## src/rtl/storage_read_ctrl.sv

```systemverilog
// Read-side controller for small registered storage blocks: request handshake, one-cycle read
// strobe, data capture and a held response. Define STORAGE_RD_PARITY_EN to add even parity.
module storage_read_ctrl #(
    parameter int unsigned DATA_W = 8,
    parameter int unsigned ADDR_W = 4,
    parameter int unsigned DEPTH  = 8
) (
    input  logic              clk,
    input  logic              rst,
    input  logic              req_valid,
    output logic              req_ready,
    input  logic [ADDR_W-1:0] req_addr,
    output logic              mem_rd_en,
    output logic [ADDR_W-1:0] mem_rd_addr,
    input  logic [DATA_W-1:0] mem_rd_data,
    output logic              rsp_valid,
    input  logic              rsp_ready,
    output logic [DATA_W-1:0] rsp_data,
    output logic [ADDR_W-1:0] rsp_addr,
    output logic              rsp_err,
    output logic              rsp_parity
);

    typedef enum logic [1:0] {StIdle, StIssue, StCapture, StHold} state_e;

    // One extra bit so DEPTH == 2^ADDR_W still compares correctly.
    localparam logic [ADDR_W:0] DepthLim = (ADDR_W + 1)'(DEPTH);

    state_e              state_q, state_d;
    logic                req_ready_q, req_ready_d;
    logic                mem_rd_en_q, mem_rd_en_d;
    logic [ADDR_W-1:0]   mem_rd_addr_q, mem_rd_addr_d;
    logic                rsp_valid_q, rsp_valid_d;
    logic [DATA_W-1:0]   rsp_data_q, rsp_data_d;
    logic [ADDR_W-1:0]   rsp_addr_q, rsp_addr_d;
    logic                rsp_err_q, rsp_err_d;
    logic                in_range;

    assign in_range = ({1'b0, req_addr} < DepthLim);

`ifdef STORAGE_RD_PARITY_EN
    logic rsp_parity_q, rsp_parity_d;
`endif

    always_comb begin
        state_d       = state_q;
        mem_rd_en_d   = 1'b0;
        mem_rd_addr_d = mem_rd_addr_q;
        rsp_valid_d   = rsp_valid_q;
        rsp_data_d    = rsp_data_q;
        rsp_addr_d    = rsp_addr_q;
        rsp_err_d     = rsp_err_q;
`ifdef STORAGE_RD_PARITY_EN
        rsp_parity_d  = rsp_parity_q;
`endif
        case (state_q)
            StIdle: begin
                if (req_valid && req_ready_q) begin
                    if (in_range) begin
                        state_d       = StIssue;
                        mem_rd_en_d   = 1'b1;
                        mem_rd_addr_d = req_addr;
                    end else begin
                        // Error responses skip storage entirely.
                        state_d      = StHold;
                        rsp_valid_d  = 1'b1;
                        rsp_data_d   = '0;
                        rsp_addr_d   = req_addr;
                        rsp_err_d    = 1'b1;
`ifdef STORAGE_RD_PARITY_EN
                        rsp_parity_d = 1'b0;
`endif
                    end
                end
            end
            StIssue: state_d = StCapture;
            StCapture: begin
                state_d      = StHold;
                rsp_valid_d  = 1'b1;
                rsp_data_d   = mem_rd_data;
                rsp_addr_d   = mem_rd_addr_q;
                rsp_err_d    = 1'b0;
`ifdef STORAGE_RD_PARITY_EN
                rsp_parity_d = ^mem_rd_data;
`endif
            end
            StHold: begin
                if (rsp_ready) begin
                    state_d     = StIdle;
                    rsp_valid_d = 1'b0;
                end
            end
            default: state_d = StIdle;
        endcase
        req_ready_d = (state_d == StIdle);
    end

    always_ff @(posedge clk) begin
        if (rst) begin
            state_q       <= StIdle;
            req_ready_q   <= 1'b0;
            mem_rd_en_q   <= 1'b0;
            mem_rd_addr_q <= '0;
            rsp_valid_q   <= 1'b0;
            rsp_data_q    <= '0;
            rsp_addr_q    <= '0;
            rsp_err_q     <= 1'b0;
        end else begin
            state_q       <= state_d;
            req_ready_q   <= req_ready_d;
            mem_rd_en_q   <= mem_rd_en_d;
            mem_rd_addr_q <= mem_rd_addr_d;
            rsp_valid_q   <= rsp_valid_d;
            rsp_data_q    <= rsp_data_d;
            rsp_addr_q    <= rsp_addr_d;
            rsp_err_q     <= rsp_err_d;
        end
    end

`ifdef STORAGE_RD_PARITY_EN
    always_ff @(posedge clk) begin
        if (rst) begin
            rsp_parity_q <= 1'b0;
        end else begin
            rsp_parity_q <= rsp_parity_d;
        end
    end
    assign rsp_parity = rsp_parity_q;
`else
    assign rsp_parity = 1'b0;
`endif

    assign req_ready   = req_ready_q;
    assign mem_rd_en   = mem_rd_en_q;
    assign mem_rd_addr = mem_rd_addr_q;
    assign rsp_valid   = rsp_valid_q;
    assign rsp_data    = rsp_data_q;
    assign rsp_addr    = rsp_addr_q;
    assign rsp_err     = rsp_err_q;

endmodule

```

## config.mk

```make
export PLATFORM = sky130hd
export DESIGN_NAME = storage_read_ctrl
export DESIGN_NICKNAME = d
export VERILOG_FILES = /design/src/rtl/storage_read_ctrl.sv
export SDC_FILE = /design/constraint.sdc
export NUM_CORES = 1
export LEC_CHECK = 0
export ABC_AREA = 0
export ABC_CLOCK_PERIOD_IN_PS = 2590
export BUFFER_PORTS_ARGS = -buffer_cell sky130_fd_sc_hd__buf_2
export CORE_AREA = 2 2 45 47
export DETAILED_ROUTE_END_ITERATION = 16
export DIE_AREA = 0 0 47 49
export PLACE_DENSITY = 0.85
export SLEW_MARGIN = 25
export SYNTH_ARGS = -nofsm -noshare
export SYNTH_HDL_FRONTEND = slang
export SYNTH_SLANG_ARGS = --single-unit
```

## constraint.sdc

```tcl
create_clock -name clk -period 2.59 [get_ports clk]
set_clock_uncertainty 0.05 [all_clocks]
set_input_delay 0.1295 -clock clk [delete_from_list [all_inputs] [get_ports clk]]
set_output_delay 0.1295 -clock clk [all_outputs]
set_load 0.02 [all_outputs]
```

==> metrics.md <==
| Metric | Value |
|---|---|
| Num rows | `16` |
| CTS-repair resized insts | `0` |
| Syn Std Cell Area | `between 800 and 900 um^2` |
| Gr ovfl total | `0` |
| Post-synth top flop | `dfxtp_1` |
| CP cell instances | `and2b_4 -> nor3_4 -> a22o_1` |
| DRT iter0 DRCs | `6` |
| Buffers on Ports | `35` |
| Placed inst area | `1020 um^2` |
| Drt drc | `0` |
| Synth cell types | `28` |
| Total wire length | `~1800 um` |
| CP Data Arrival Time | `~1.6 ns` |
| Fillers | `around 170` |
| Unrepaired setup endpoints after global routing | `false` |
| Tot Pwr | `around 840 uW` |
| Post-synth EDFFs | `0` |
| Die Span X | `47 um` |
| Via count | `724` |
| Share of the synthesized area in the top cell type | `between 50 and 60%` |
| Mapped Cells | `75` |
| Fin Setup TNS | `0 ns` |
| Startpoint types | `flop` |
| Met3 Wirelength | `approximately 120 um` |
| Initial Util | `between 40% and 50%` |
| Slowest stage delay, CP | `0.52 ns` |
| Syn nets | `roughly 90` |
| RePlAce Congestion | `roughly 0.75` |
| Metal-1 WL | `~800 um` |
| Max Slew Vio Count | `0` |
| Vias in the first global route | `about 730` |
| First-pass GRT wire length | `3060 um` |
| Post-synthesis async set-or-reset flop share | `0%` |
| Commonest cells in the netlist | `dfxtp_1, nand2_1, a22o_1` |
| Htree depth | `1` |
| Tot GR Track Use | `between 10% and 20%` |
| Slowest-stage cell, CP | `dfxtp_1` |
| Max-cap violation count | `0` |
| Multi-input logic area | `between 300 and 400 um^2` |
| Area of the core | `1840 um^2` |
| Yosys reg bits | `22` |
| Fin area | `roughly 1200 um^2` |
| Avg Inst Size Synth | `~11 um^2` |
| HPWL reported at the end of detailed placement | `1310 um` |
| Share of layout cells above drive strength 1 | `39.0%` |
| Static leakage | `~0.53 nW` |
| Root Driver | `clkbuf_4` |
| Status | `completed` |
| Fin worst setup slack | `approximately 1.2 ns` |
| Die Ht | `49 um` |
| Post-layout net count | `approximately 140` |
| Worst skew pair latency | `about 0.31 ns` |
| Pre-Repair DR Iteration Count | `4` |
| Clk buf depth | `2` |
| Final setup fails | `0` |
| Peak supply drop | `between 0.4 and 0.5 mV` |
| Count leader, synth | `dfxtp_1` |
| CTS Buf Count | `3` |
| Fmax | `around 700 MHz` |
| Uppermost layer routed | `met4` |
| Crit path capture type | `flop` |
| Fin crit period | `about 1.4 ns` |
| Number of antenna diodes | `0` |
| Clock Pin Slew Worst Setup and Hold Paths | `between 0.1 and 0.15 ns` |
| Antenna violations before repair | `0` |
| TritonCTS clock tree | `built` |
| Pwr per Cell Area | `~730 nW/um^2` |
| Final number of hold-violating endpoints | `0` |
| Sequential cell area | `~440 um^2` |
| Synth area leader | `dfxtp_1` |
| Vias/cell | `4.99` |
| Type of the tightest min-delay check | `in -> reg` |
| Crit path required time | `2.80 ns` |
| Yosys warning count | `0` |
| Worst-path maximum fanout | `9` |
| Largest net degree at the start of global routing | `14` |
| Synth area leaders | `dfxtp_1, a22o_1, o221a_1, nand2_1, mux2i_1` |
| Die area | `approximately 2300 um^2` |
| Synth-to-Final Area Change | `37.3%` |
| Critical path class | `reg -> reg` |
| Worst Setup Slack post-DPL | `between 1 and 1.5 ns` |
| Ports | `37` |
| Post-route ant nets | `0` |
| Clk sinks | `22` |
| Crit share post-route | `between 50 and 60%` |
| Sequential-to-total area share from yosys stat | `between 50 and 60%` |
| Routed wire length per instance | `12.7 um` |
| Met2 wirelength from detailed routing | `roughly 900 um` |
==> final timing paths <==
check | endpoint | startpoint | slack (ns) | cells past startpoint
worst max-delay path | rsp_data[3]$_SDFFE_PP0P_ | state_q[0]$_SDFF_PP0_ | 1.16 | 3
worst min register to register | rsp_err$_SDFFE_PP0P_ | rsp_err$_SDFFE_PP0P_ | 0.43 | 1
worst max register to register | rsp_data[3]$_SDFFE_PP0P_ | state_q[0]$_SDFF_PP0_ | 1.16 | 3
worst min-delay path | mem_rd_addr[2]$_SDFFE_PP0P_ | req_addr[2] | 0.01 | 3
==> logic make-up after synthesis <==
kind of cell,synth area share [%]
other,0.447
AOI/OAI and AO/OA,21.2
buffers and inverters,3.87
and+or+nand+nor,18.5
muxes,3.58
DFF,52.5
==> layout by cell type (no fill, tap or decap), types with 2 or more instances in the layout <==
| cell type | instances |
|---|---|
| mux2i_1 | 3 |
| dlygate4sd3_1 | 8 |
| o21a_1 | 3 |
| clkbuf_4 | 3 |
| o221a_1 | 4 |
| a21oi_1 | 2 |
| dfxtp_1 | 22 |
| buf_2 | 35 |
| a22o_1 | 8 |
| nor2_1 | 3 |
| nand2_1 | 9 |
==> stage by stage <==
| step | instances | utilization [%] | hold WS, ns |
|---|---|---|---|
| after global routing | 145 | 62.6 | 0.0132 |
| final | 145 | 62.6 | 0.0121 |
| after CTS | 145 | 62.6 | 0.00963 |
| after detailed placement | 133 | 55.4 | 0.302 |
| after floorplan | 75 | - | 0.212 |
| after global placement | 133 | 55.4 | 0.296 |
==> timing repair <==
item	in CTS	in global routing
hold buffers	8	0
buffers inserted	0	0
endpoints found under the hold margin	8	0
==> flip-flops by register name, summed over array words and instances (netlist names) <==
signal       count
mem_rd_en        1
rsp_data         8
state_q          2
req_ready        1
rsp_valid        1
rsp_addr         4
mem_rd_addr      4
rsp_err          1
==> where the power goes <==
group	internal, mW	switching (mW)	total [mW]
Clock	0.156	0.106	0.262
Sequential	0.372	0.0275	0.400
Combinational	0.0828	0.0995	0.182
==> worst max-delay path, delay by kind of cell, from the launching register on <==
| kind | cells | cell delay, ns |
|---|---|---|
| AO/OA/AOI/OAI | 1 | 0.19 |
| AND/OR/NAND/NOR | 2 | 0.61 |
| flip-flops | 1 | 0.52 |
==> cell type report <==
type | instances | share of cell area (%)
clock buffer | 3 | 1.95
clock inverter | 1 | 2.61
inverter | 1 | 0.326
multi-input combinational | 48 | 31.8
sequential | 22 | 38.2
tap | 27 | 2.93
timing repair buffer | 43 | 22.1
==> layer usage <==
metal  GRT usage, %  vias to the layer above
li1               -                      362
met1           21.2                      328
met2           29.5                       30
met3           4.44                        4
met4           9.72                        0
met5              0                        -
(Power assumes the default switching activity.)
